### src/rtl/usb_speed_detect_if.sv
// usb_speed_detect_if: PHY linestate, register-block controls and speed-detect status.
interface usb_speed_detect_if;
   logic       fe_linestate0;
   logic       fe_linestate1;
   logic       I_restart;
   logic       I_hs_enable;
   logic [1:0] O_speed;
   logic       O_done;
   logic       O_error;
   logic [3:0] O_chirp_count;
   modport master (
      output fe_linestate0, fe_linestate1, I_restart, I_hs_enable,
      input  O_speed, O_done, O_error, O_chirp_count
   );
   modport slave (
      input  fe_linestate0, fe_linestate1, I_restart, I_hs_enable,
      output O_speed, O_done, O_error, O_chirp_count
   );
endinterface

### src/rtl/usb_speed_detect.sv
// usb_speed_detect: LS/FS attach and HS chirp handshake detector on glitch-filtered PHY linestate.
module usb_speed_detect #(
   parameter int pCOUNTER_WIDTH    = 20,
   parameter int pGLITCH_CYCLES    = 4,
   parameter int pATTACH_CYCLES    = 60000,
   parameter int pRESET_TIMEOUT    = 600000,
   parameter int pCHIRP_MIN_CYCLES = 60000,
   parameter int pCHIRP_MAX_CYCLES = 420000,
   parameter int pSEG_MAX_CYCLES   = 4000,
   parameter int pCHIRP_PAIRS      = 3
) (
   input logic               fe_clk,
   input logic               reset_i,
   usb_speed_detect_if.slave bus
);
   localparam logic [1:0] SPD_AUTO = 2'd0, SPD_LS = 2'd1, SPD_FS = 2'd2, SPD_HS = 2'd3;
   localparam int GW = $clog2(pGLITCH_CYCLES + 1);
   localparam logic [GW-1:0] GLITCH_LAST = GW'(pGLITCH_CYCLES - 1);
   localparam logic [pCOUNTER_WIDTH-1:0] ATTACH_T = pCOUNTER_WIDTH'(pATTACH_CYCLES);
   localparam logic [pCOUNTER_WIDTH-1:0] RESET_T  = pCOUNTER_WIDTH'(pRESET_TIMEOUT);
   localparam logic [pCOUNTER_WIDTH-1:0] CMIN_T   = pCOUNTER_WIDTH'(pCHIRP_MIN_CYCLES);
   localparam logic [pCOUNTER_WIDTH-1:0] CMAX_T   = pCOUNTER_WIDTH'(pCHIRP_MAX_CYCLES);
   localparam logic [pCOUNTER_WIDTH-1:0] SEG_T    = pCOUNTER_WIDTH'(pSEG_MAX_CYCLES);
   localparam logic [3:0] CHIRP_DONE = 4'(2 * pCHIRP_PAIRS);

   typedef enum logic [3:0] {
      IDLE, LS_WAIT, FS_WAIT, FS_ATTACHED, RESET_SEEN, DEV_CHIRP, HOST_CHIRP, DONE, ERROR
   } state_t;

   state_t                    state, state_nx;
   logic [1:0]                sync1, sync2, cand, filt, filt_q;
   logic [GW-1:0]             glitch_cnt;
   logic [pCOUNTER_WIDTH-1:0] timer;
   logic [3:0]                chirp_cnt, chirp_nx;
   logic [1:0]                dec_spd, dec_nx;
   logic                      seg_step;

   // filt follows sync2 only after it has held one value for pGLITCH_CYCLES samples
   always_ff @(posedge fe_clk or posedge reset_i) begin
      if (reset_i) begin
         sync1      <= '0;
         sync2      <= '0;
         cand       <= '0;
         glitch_cnt <= '0;
         filt       <= '0;
         filt_q     <= '0;
      end else begin
         sync1  <= {bus.fe_linestate1, bus.fe_linestate0};
         sync2  <= sync1;
         filt_q <= filt;
         if (sync2 != cand) begin
            cand       <= sync2;
            glitch_cnt <= '0;
         end else if (glitch_cnt != GLITCH_LAST) begin
            glitch_cnt <= glitch_cnt + 1'b1;
         end
         if (sync2 == cand && glitch_cnt == GLITCH_LAST) filt <= cand;
      end
   end

   always_comb begin
      state_nx = state;
      chirp_nx = chirp_cnt;
      dec_nx   = dec_spd;
      seg_step = 1'b0;
      if (bus.I_restart) begin
         state_nx = IDLE;
         chirp_nx = '0;
      end else begin
         case (state)
            IDLE: state_nx = filt == 2'b10 ? LS_WAIT : filt == 2'b01 ? FS_WAIT : IDLE;
            LS_WAIT:
               if (filt != 2'b10) state_nx = ERROR;
               else if (timer >= ATTACH_T) begin
                  state_nx = DONE;
                  dec_nx   = SPD_LS;
               end
            FS_WAIT:
               if (filt != 2'b01) state_nx = ERROR;
               else if (timer >= ATTACH_T) begin
                  state_nx = bus.I_hs_enable ? FS_ATTACHED : DONE;
                  dec_nx   = SPD_FS;
               end
            FS_ATTACHED: state_nx = filt == 2'b00 ? RESET_SEEN : filt == 2'b11 ? ERROR : FS_ATTACHED;
            RESET_SEEN:
               if (filt == 2'b10) state_nx = DEV_CHIRP;
               else if (filt == 2'b11) state_nx = ERROR;
               else if (filt == 2'b01 || timer >= RESET_T) begin
                  state_nx = DONE;
                  dec_nx   = SPD_FS;
               end
            DEV_CHIRP:
               if (timer >= CMAX_T) state_nx = ERROR;
               else if (filt != 2'b10) begin
                  state_nx = (timer >= CMIN_T && !filt[1]) ? HOST_CHIRP : ERROR;
                  chirp_nx = '0;
               end
            // the SE0 gap after the device chirp is tolerated only until the first host segment
            HOST_CHIRP:
               if (chirp_cnt == CHIRP_DONE) begin
                  state_nx = DONE;
                  dec_nx   = SPD_HS;
               end else if (filt == 2'b11 || (filt == 2'b00 && chirp_cnt != 4'd0) || timer >= SEG_T) begin
                  state_nx = ERROR;
               end else if (filt != filt_q && filt != 2'b00) begin
                  seg_step = 1'b1;
                  chirp_nx = chirp_cnt + 1'b1;
               end
            default: state_nx = state;
         endcase
      end
   end

   always_ff @(posedge fe_clk or posedge reset_i) begin
      if (reset_i) begin
         state       <= IDLE;
         timer       <= '0;
         chirp_cnt   <= '0;
         dec_spd     <= SPD_AUTO;
         bus.O_speed <= SPD_AUTO;
         bus.O_done  <= 1'b0;
         bus.O_error <= 1'b0;
      end else begin
         state       <= state_nx;
         chirp_cnt   <= chirp_nx;
         dec_spd     <= dec_nx;
         timer       <= (state_nx != state || seg_step || bus.I_restart) ? '0 : &timer ? timer : timer + 1'b1;
         bus.O_speed <= state == DONE ? dec_spd :
                        (state inside {FS_ATTACHED, RESET_SEEN, DEV_CHIRP, HOST_CHIRP}) ? SPD_FS : SPD_AUTO;
         bus.O_done  <= state == DONE;
         bus.O_error <= state == ERROR;
      end
   end

   assign bus.O_chirp_count = chirp_cnt;
endmodule
### src/flat_wrapper.sv
// flat-port wrapper written by rule: the top's interface ports become plain ports
module usb_speed_detect_flat 
#(
   parameter int pCOUNTER_WIDTH    = 20,
   parameter int pGLITCH_CYCLES    = 4,
   parameter int pATTACH_CYCLES    = 60000,
   parameter int pRESET_TIMEOUT    = 600000,
   parameter int pCHIRP_MIN_CYCLES = 60000,
   parameter int pCHIRP_MAX_CYCLES = 420000,
   parameter int pSEG_MAX_CYCLES   = 4000,
   parameter int pCHIRP_PAIRS      = 3
)
  (fe_clk, reset_i, bus_fe_linestate0, bus_fe_linestate1, bus_I_restart, bus_I_hs_enable, bus_O_speed, bus_O_done, bus_O_error, bus_O_chirp_count);
  usb_speed_detect_if bus_i ();
  input logic fe_clk;
  input logic reset_i;
  input wire logic [$bits(bus_i.fe_linestate0)-1:0] bus_fe_linestate0;
  input wire logic [$bits(bus_i.fe_linestate1)-1:0] bus_fe_linestate1;
  input wire logic [$bits(bus_i.I_restart)-1:0] bus_I_restart;
  input wire logic [$bits(bus_i.I_hs_enable)-1:0] bus_I_hs_enable;
  output wire logic [$bits(bus_i.O_speed)-1:0] bus_O_speed;
  output wire logic [$bits(bus_i.O_done)-1:0] bus_O_done;
  output wire logic [$bits(bus_i.O_error)-1:0] bus_O_error;
  output wire logic [$bits(bus_i.O_chirp_count)-1:0] bus_O_chirp_count;
  assign bus_i.fe_linestate0 = bus_fe_linestate0;
  assign bus_i.fe_linestate1 = bus_fe_linestate1;
  assign bus_i.I_restart = bus_I_restart;
  assign bus_i.I_hs_enable = bus_I_hs_enable;
  assign bus_O_speed = bus_i.O_speed;
  assign bus_O_done = bus_i.O_done;
  assign bus_O_error = bus_i.O_error;
  assign bus_O_chirp_count = bus_i.O_chirp_count;
  usb_speed_detect #(.pCOUNTER_WIDTH(pCOUNTER_WIDTH), .pGLITCH_CYCLES(pGLITCH_CYCLES), .pATTACH_CYCLES(pATTACH_CYCLES), .pRESET_TIMEOUT(pRESET_TIMEOUT), .pCHIRP_MIN_CYCLES(pCHIRP_MIN_CYCLES), .pCHIRP_MAX_CYCLES(pCHIRP_MAX_CYCLES), .pSEG_MAX_CYCLES(pSEG_MAX_CYCLES), .pCHIRP_PAIRS(pCHIRP_PAIRS)) u_core (.fe_clk(fe_clk), .reset_i(reset_i), .bus(bus_i));
endmodule
### config.mk
export PLATFORM = sky130hd
export DESIGN_NAME = usb_speed_detect_flat
export DESIGN_NICKNAME = d
export VERILOG_FILES = /design/src/rtl/usb_speed_detect_if.sv /design/src/rtl/usb_speed_detect.sv /design/src/flat_wrapper.sv
export SDC_FILE = /design/constraint.sdc
export NUM_CORES = 1
export LEC_CHECK = 0
export CAP_MARGIN = 20
export CORE_ASPECT_RATIO = 0.8
export CORE_MARGIN = 5
export CORE_UTILIZATION = 35
export CTS_CLUSTER_DIAMETER = 30
export CTS_CLUSTER_SIZE = 16
export DETAILED_ROUTE_END_ITERATION = 6
export GPL_ROUTABILITY_DRIVEN = 0
export PLACE_DENSITY = 0.55
export REMOVE_ABC_BUFFERS = 1
export SYNTH_ARGS = -nofsm -noshare
export SYNTH_HDL_FRONTEND = slang
export SYNTH_SLANG_ARGS = --single-unit
export TNS_END_PERCENT = 30
### constraint.sdc
create_clock -name fe_clk -period 5.25 [get_ports fe_clk]
set_input_delay 1.575 -clock fe_clk [delete_from_list [all_inputs] [get_ports fe_clk]]
set_output_delay 1.575 -clock fe_clk [all_outputs]
set_load 0.005 [all_outputs]
Word level (Yosys, flattened, before mapping)
Index checks and enable logic that the tools add are counted.
Word-level totals
  word-level logic and storage cells: 122
  register bits after elaboration: 47
  input bits: 6
Cells by class
  bitwise operators: 1
  add/subtract/negate cells: 3
  reductions and logical operators: 21
  equality and inequality tests: 34
  mux-type cells: 46
  magnitude comparators: 4
Operators by type and width (number)
  4-bit two-way mux: 22
  20-bit two-way mux: 2
  4-bit case mux with 7 select lines: 1
  2-bit two-way mux: 11
  20-bit by 1-bit adder with 20-bit output, second input constant: 1
  4-bit by 3-bit equality test with 1-bit output, second input constant: 5
  20-bit by 12-bit greater-or-equal comparator with 1-bit output, second input constant: 1
  20-bit by 16-bit greater-or-equal comparator with 1-bit output, second input constant: 1
  20-bit by 19-bit greater-or-equal comparator with 1-bit output, second input constant: 1
  20-bit greater-or-equal comparator, second input constant: 1
  20-bit AND reduction: 1
  2-bit by 1-bit inequality test with 1-bit output, second input constant: 6
  4-bit nonzero test: 3
  2-bit inequality test, second input constant: 5
  10-bit AND reduction: 1
  3-bit two-way mux: 3
  3-bit by 2-bit inequality test with 1-bit output, second input constant: 3
  3-bit inequality test, second input constant: 3
  4-bit by 2-bit equality test with 1-bit output, second input constant: 2
  2-bit case mux with 4 select lines: 1
  4-bit case mux with 2 select lines: 1
  6-bit AND reduction: 1
  1-bit logical OR: 5
  1-bit two-way mux: 5
  17 further kinds: 23

Logic depth before layout (Yosys ltp)
Gate-level depths: netlist of run 1.
  word-level depth: 12
  depth in mapped cells: 11

Worst setup path after synthesis of run 1
No wires, ideal clock.
  path type: input-to-reg
  start: input port bus_I_hs_enable
  end: register u_core.timer[18]
  setup time: 0.095 ns
  buffers on the path: 1
  required time: 5.155 ns
  stages on the path: 7
  setup slack: 2.552 ns
  arrival: 2.603 ns
  path through: o21ai_0 -> nand2_1 -> nor3_1 -> nor4b_1 -> o221ai_2 -> buf_6 -> nor4_4
On the way
  word-level cells in the longest chain between the ends: 9
  elaborated cells between the ends (all ways): 10
Ends and longest elaborated chain
  start: declaration: RTL line flat_wrapper.sv:20  | input wire logic [$bits(bus_i.I_hs_enable)-1:0] bus_I_hs_enable;
  3-bit two-way mux *: RTL line usb_speed_detect.sv:81  | state_nx = bus.I_hs_enable ? FS_ATTACHED : DONE;
  4-bit two-way mux *: RTL line usb_speed_detect.sv:80  | else if (timer >= ATTACH_T) begin
  4-bit two-way mux *: RTL line usb_speed_detect.sv:79  | if (filt != 2'b01) state_nx = ERROR;
  4-bit case mux with 7 select lines *: RTL line usb_speed_detect.sv:70  | case (state)
  4-bit two-way mux *: RTL line usb_speed_detect.sv:66  | if (bus.I_restart) begin
  4-bit inequality test *: RTL line usb_speed_detect.sv:127  | timer <= (state_nx != state || seg_step || bus.I_restart) ? '0 : &timer ? timer : timer + 1'b1;
  1-bit logical OR * (2 in series): RTL line usb_speed_detect.sv:127
  2-bit by 1-bit inequality test with 1-bit output (no source line) or 20-bit two-way mux (tied branches)
  end signal: assignment: RTL line usb_speed_detect.sv:127
  end: declaration: RTL line usb_speed_detect.sv:33  | logic [pCOUNTER_WIDTH-1:0] timer;
Mark *: on every way between the ends. The rest lies on a longest branch, timed or not.
A chain may end at the register's enable or synchronous reset.

Worst setup path after layout of run 1
  start: input port bus_I_restart
  end: register u_core.timer[18]
On the way
  word-level cells in the longest chain between the ends: 5
  elaborated cells between the ends (all ways): 7
Ends and longest elaborated chain
  start: declaration: RTL line flat_wrapper.sv:19  | input wire logic [$bits(bus_i.I_restart)-1:0] bus_I_restart;
  4-bit two-way mux: RTL line usb_speed_detect.sv:66
  4-bit inequality test: RTL line usb_speed_detect.sv:127
  1-bit logical OR: RTL line usb_speed_detect.sv:127
  1-bit logical OR *: RTL line usb_speed_detect.sv:127
  2-bit by 1-bit inequality test with 1-bit output (no source line) or 20-bit two-way mux (tied branches)
Marked as above.

==> results.toml, run 1 <==
[outcome]
run_status = "complete, no violations"

[timing]
worst_slew_margin_pct = 30.9
worst-slew-pin-transition_ps = 1030
timing_hold_violations_final = 0
final.setup_skew_ps = 12.0
finalCritPeriodShare_pct = 66.6
totalNegativeSetupSlack_ps = 0
finalSetupViolCount = 0
setup_repair_after_global_routing_missed_its_margin = "no"
min_period_ps = 3500
drv_slew = 0
maxClockFrequency_mhz = 286

[floorplan]
floorplan.die.width_um = 114
core_region_area_um2 = 8450
num_rows = 30
die-area_um2 = 10600
start_util_pct = 35.6
num_io_pins = 14
chipHeight_um = 92.9

[critical_path]
crit_path_end_kind = "register"
timing_worst_setup_path_type = "in -> reg"
worst_ep_required_time_ps = 5460
critical_path.max_fanout = 12
cp-start-kind = "input port"
worst_ep_arrival_time_ps = 3710

[power]
leakagePower_nw = 1.39
finalPower_w = 0.00100
worst_ir_drop_vdd_v = 0.000164
power_per_cell_area_nw_per_um2 = 302

[layout]
final_nets = 344
antenna-diode-count = 0
syn2layout_area_growth_pct = 10.5
final_layout_size_suffix_gt1_share_pct = 7.67

[clock_network]
clock-root-buffer = "sky130_fd_sc_hd__clkbuf_8"
ctsHtreeMaxLevel = 2
tritoncts = "yes"
resized_after_cts = 0
hold_buffer_count_at_cts = 0
clock_insertion_delay_worst_skew_ps = 300
cts.sink_count = 47
cts.repair_timing.setup_buffer_count = 0
numCtsBuffers = 5
worst_setup_hold_path_clk_slew_ps = 90
clock_tree.buffer_depth = 2

[synthesis]
number_of_flops_mapped_to_enable_cells_by_yosys = 0
ys_dominant_reg_cell = "sky130_fd_sc_hd__dfrtp_1"
yosysWarnings = 0
yosysUniqueCellTypes = 59
postSynthRegisterBits = 47
synth_seq_area_share_pct = 39.1
async_reset_ff_share_pct = 100
synthesis.instances = 323
synth_area_um2 = 3010
postSynthAreaPerCell_um2 = 9.32

[drt]
vias = 2395
antenna_violating_nets_post_route = 0
vias_per_cell = 5.47
wl_mm = 6.64
number_of_optimization_iterations_in_the_first_detailed_route_pass = 4
mean_routed_wirelength_per_cell_um = 15.2
post-route-drc-count = 0
detail_route.iter0.violations = 116

[global_route]
global_route.usage.total_pct = 13.1
grt_first_pass_wirelength_mm = 11.4
grt_antenna_before_repair = 0
grt_start_max_net_pins = 48
number_of_global_route_vias_before_repair = 2234
global_route.overflow_total = 0

[hold_path]
hold_class = "reg -> reg"

[placement]
detailed_place_hpwl_mm = 4.56
place.port_buffers = 13

[flow_run]
timing.max_cap.violations = 0
==> sequential cells by signal (all words and copies together) (netlist names), 3 cells and up <==
register,cells
u_core.bus.O_chirp_count,4
u_core.glitch_cnt,3
u_core.state,4
u_core.timer,20
==> worst max-delay path, cell delays in order <==
cell,delay [ps]
sky130_fd_sc_hd__clkdlybuf4s50_1,670
sky130_fd_sc_hd__nor2_1,190
sky130_fd_sc_hd__o41ai_1,80
sky130_fd_sc_hd__nor4b_1,370
sky130_fd_sc_hd__o221ai_2,310
sky130_fd_sc_hd__buf_8,240
sky130_fd_sc_hd__nor4_4,250
==> per-layer routing <==
| metal | global-route usage, % | routed length, µm |
|---|---|---|
| met5 | 0 | 0 |
| met1 | 20.0 | 3430 |
| met2 | 19.2 | 2880 |
| met4 | 2.10 | 36 |
| met3 | 2.61 | 293 |
==> synthesized netlist by cell type, types with 5 or more instances <==
library cell	count	area, µm²
sky130_fd_sc_hd__xor2_1	11	96.3
sky130_fd_sc_hd__nor4_1	5	31.3
sky130_fd_sc_hd__and3_1	5	31.3
sky130_fd_sc_hd__nand3_1	11	55.1
sky130_fd_sc_hd__nand4_1	9	56.3
sky130_fd_sc_hd__ha_1	13	163
sky130_fd_sc_hd__nor3_1	35	175
sky130_fd_sc_hd__clkbuf_1	11	41.3
sky130_fd_sc_hd__a21oi_1	16	80.1
sky130_fd_sc_hd__nor2_1	20	75.1
sky130_fd_sc_hd__a31oi_1	5	31.3
sky130_fd_sc_hd__o21ai_0	9	45.0
sky130_fd_sc_hd__nand3b_1	8	60.1
sky130_fd_sc_hd__xnor2_1	11	96.3
sky130_fd_sc_hd__buf_2	6	30.0
sky130_fd_sc_hd__inv_1	12	45.0
sky130_fd_sc_hd__nand2_1	30	113
sky130_fd_sc_hd__dfrtp_1	47	1180
==> metrics by stage <==
stage                     hold WS [ps]  setup slack (ps)  std cells  util (%)  area [µm²]
after floorplan                    331              1690        302         -        2910
after global placement             333              1410        428      37.9        3200
after detailed placement           335              1350        428      37.9        3200
after CTS                          358              1660        436      39.0        3290
after global routing               366              1700        438      39.4        3330
final                              355              1750        438      39.4        3330
==> cell usage in the layout, fill, tap and decap left out, types with 8 or more instances in the layout <==
cell,instances
sky130_fd_sc_hd__nand4_1,9
sky130_fd_sc_hd__xor2_1,11
sky130_fd_sc_hd__nor3_1,35
sky130_fd_sc_hd__nand3_1,11
sky130_fd_sc_hd__xnor2_1,11
sky130_fd_sc_hd__dfrtp_1,47
sky130_fd_sc_hd__clkdlybuf4s50_1,13
sky130_fd_sc_hd__o21ai_0,9
sky130_fd_sc_hd__ha_1,13
sky130_fd_sc_hd__nand3b_1,8
sky130_fd_sc_hd__a21oi_1,16
sky130_fd_sc_hd__inv_1,11
sky130_fd_sc_hd__nand2_1,30
sky130_fd_sc_hd__nor2_1,20
==> where the power goes <==
| part | leakage [nW] | total, W | internal [W] | switching [W] |
|---|---|---|---|---|
| combinational | 0.718 | 0.000303 | 0.000125 | 0.000179 |
| sequential | 0.636 | 0.000472 | 0.000399 | 0.0000731 |
| clock | 0.0408 | 0.000228 | 0.0000955 | 0.000133 |
| total | 1.39 | 0.00100 | 0.000620 | 0.000385 |
==> cells by family (layout without fill, tap and decap cells) <==
| family | count (synthesis) | in the layout | synth area share [%] |
|---|---|---|---|
| AOI/OAI and AO/OA | 58 | 58 | 14.8 |
| xor gates and xnor gates | 22 | 22 | 6.40 |
| adders and majority gates | 13 | 13 | 5.41 |
| buffers and inverters | 34 | 37 | 4.78 |
| DFF | 47 | 47 | 39.1 |
| muxes | 4 | 4 | 1.83 |
| and+or+nand+nor | 145 | 145 | 27.7 |
==> cell type report <==
cell class | instances | area (µm²)
fill | 847 | 5120
inverter | 13 | 48.8
sequential | 47 | 1180
clock inverter | 3 | 23.8
tap | 112 | 140
multi-input combinational | 242 | 1700
timing repair buffer | 16 | 173
clock buffer | 5 | 68.8
==> final timing paths <==
kind	startpoint	slack, ps	cells past startpoint	to
max in group asynchronous	reset_i	3160	3	u_core.bus.O_chirp_count[3]$_DFFE_PP0P_
min in group asynchronous	reset_i	1570	2	u_core.timer[12]$_DFFE_PP0P_
hold reg to reg	u_core.sync1[1]$_DFF_PP0_	350	0	u_core.sync2[1]$_DFF_PP0_
setup reg to reg	u_core.filt[1]$_DFFE_PP0P_	2230	10	u_core.timer[18]$_DFFE_PP0P_
hold / removal	u_core.sync1[1]$_DFF_PP0_	350	0	u_core.sync2[1]$_DFF_PP0_
setup / recovery	bus_I_restart	1750	7	u_core.timer[18]$_DFFE_PP0P_
No activity file was read; power rests on OpenSTA's default activity.
==> run 2, diff against run 1 <==
Settings changed: PLACE_DENSITY 0.55 to 0.57.
Clock period 5.25 ns to 3.1 ns, I/O delays scaled along.
==> results.toml, run 2 (synthesis gave the netlist of run 1 again) <==
[layout]
final_nets = 349
final_common_cell = "sky130_fd_sc_hd__dfrtp_1"
final-seq-area_um2 = 1180
final_cell_mix = "47 x sky130_fd_sc_hd__dfrtp_1, 35 x sky130_fd_sc_hd__nor3_1, 30 x sky130_fd_sc_hd__nand2_1, 20 x sky130_fd_sc_hd__nor2_1, 16 x sky130_fd_sc_hd__a21oi_1"
final_cell_area_um2 = 3410
largest_reg_flops = 20
syn2layout_area_growth_pct = 13.2
top_register_by_number_of_flip_flops = "u_core.timer"
final_layout_size_suffix_gt1_share_pct = 9.37
antenna-diode-count = 0
multi_input_area_um2 = 1700
fin_util_pct = 40.3
num-fill-cells = 839

[placement]
detailed_place_hpwl_mm = 4.75
place.port_buffers = 13
detailedPlace.worstSlack_ps = 296
post_dp_cell_area_um2 = 3260

[clock_network]
resized_after_cts = 0
worst_setup_hold_path_clk_slew_ps = 90
clock_insertion_delay_worst_skew_ps = 310
cts.sink_count = 47
clock-root-buffer = "sky130_fd_sc_hd__clkbuf_8"
numCtsBuffers = 5
hold_buffer_count_at_cts = 0
clock_tree.buffer_depth = 2
tritoncts = "yes"
ctsHtreeMaxLevel = 2
cts.repair_timing.setup_buffer_count = 0

[timing]
setup_repair_after_global_routing_missed_its_margin = "no"
worst_slew_margin_pct = 56.1
maxClockFrequency_mhz = 356
finalSetupViolCount = 0
worst-slew-pin-transition_ps = 658
drv_slew = 0
final.setup_skew_ps = 6.01
min_period_ps = 2810
fin_ws_ps = 288
finalCritPeriodShare_pct = 90.7
timing_hold_violations_final = 0

[floorplan]
floorplan.die.width_um = 114
start_util_pct = 35.6
num_io_pins = 14
die-area_um2 = 10600
chipHeight_um = 92.9
num_rows = 30
core_region_area_um2 = 8450

[global_route]
grt_first_pass_wirelength_mm = 11.3
global_route.overflow_total = 0
grt_antenna_before_repair = 0
grt_start_max_net_pins = 25
global_route.usage.total_pct = 13.1
number_of_global_route_vias_before_repair = 2332

[power]
power_per_cell_area_nw_per_um2 = 546
p_int_w = 0.00121
worst_ir_drop_vdd_v = 0.000206
portion_of_total_power_attributed_to_combinational_logic_pct = 28.8
leakagePower_nw = 1.44
power.share.sequential_pct = 42.2
switching_share_pct = 34.9
clock_power_share_pct = 29.0
power.switching_w = 0.000648

[critical_path]
worst_ep_arrival_time_ps = 3040
worst_ep_required_time_ps = 3320
timing_worst_setup_path_type = "reg -> reg"
crit_path_end_kind = "register"
cp-start-kind = "register"
critical_path.max_fanout = 20

[drt]
wl_mm = 6.73
antenna_violating_nets_post_route = 0
vias = 2408
detail_route.iter0.violations = 189
mean_routed_wirelength_per_cell_um = 15.2
vias_per_cell = 5.44
post-route-drc-count = 0
number_of_optimization_iterations_in_the_first_detailed_route_pass = 6

[hold_path]
hold_class = "reg -> reg"

[outcome]
run_status = "complete, no violations"

[flow_run]
timing.max_cap.violations = 0
==> run 2: cell types whose count changed in the layout (fill, tap and decap cells not counted), sizes merged <==
cell	previous run	this run
inv	13	12
buf	3	8
clkinvlp	2	1
bufinv	0	2
==> run 2: per-stage QoR <==
stage	hold slack, ps	total power [W]	instances	TNS (ps)
floorplan	331	0.00112	302	-7030
global placement	334	0.00132	435	0
detailed placement	335	0.00132	435	0
CTS	357	0.00187	443	0
global route	378	0.00196	443	0
finish	354	0.00186	443	0
==> run 2: worst paths after layout <==
| path | start | endpoint | slack [ps] | depth (start not counted) |
|---|---|---|---|---|
| worst max-delay path | u_core.filt[1]$_DFFE_PP0P_ | u_core.timer[16]$_DFFE_PP0P_ | 290 | 10 |
| worst min-delay path | u_core.sync1[1]$_DFF_PP0_ | u_core.sync2[1]$_DFF_PP0_ | 350 | 0 |
| worst max register to register | u_core.filt[1]$_DFFE_PP0P_ | u_core.timer[16]$_DFFE_PP0P_ | 290 | 10 |
| worst min register to register | u_core.sync1[1]$_DFF_PP0_ | u_core.sync2[1]$_DFF_PP0_ | 350 | 0 |
| max in group asynchronous | reset_i | u_core.bus.O_chirp_count[1]$_DFFE_PP0P_ | 1600 | 3 |
| min in group asynchronous | reset_i | u_core.sync1[0]$_DFF_PP0_ | 980 | 2 |
==> run 2: power groups by stage <==
stage               sequential (W)  combinational [W]  clock, W
finish                    0.000784           0.000535  0.000540
global route              0.000799           0.000588  0.000577
CTS                       0.000782           0.000531  0.000557
detailed placement        0.000796           0.000528         0
global placement          0.000793           0.000530         0
floorplan                 0.000778           0.000347         0
==> run 2: layout make-up <==
cell class | instances | area share (%)
tap | 112 | 4.11
clock buffer | 5 | 2.02
multi-input combinational | 242 | 50.0
sequential | 47 | 34.5
timing repair buffer | 21 | 5.95
inverter | 13 | 1.43
clock inverter | 3 | 1.98
==> run 2: worst max-delay path: stages, from the launching register on <==
cell	delay, ps
sky130_fd_sc_hd__dfrtp_1	530
sky130_fd_sc_hd__inv_1	170
sky130_fd_sc_hd__ha_1	320
sky130_fd_sc_hd__and3_1	150
sky130_fd_sc_hd__a21oi_1	160
sky130_fd_sc_hd__o32a_1	240
sky130_fd_sc_hd__a21oi_1	80
sky130_fd_sc_hd__nor4b_1	400
sky130_fd_sc_hd__o221ai_2	150
sky130_fd_sc_hd__buf_4	240
sky130_fd_sc_hd__nor4_4	280
==> run 2: metal layers <==
metal  global-route usage [%]  up-vias  share of wire, %
li1                         -     1198                 -
met1                     19.2     1112                50
met2                     19.3       85                42
met3                     2.81       13               6.9
met4                     4.00        0               1.5
met5                        0        -                 0
==> run 3, diff against run 2 <==
Settings changed: SKIP_LAST_GASP from default to 1.
==> results of run 3 <==
The final DEF is identical to that of run 2; final timing and power are the same.
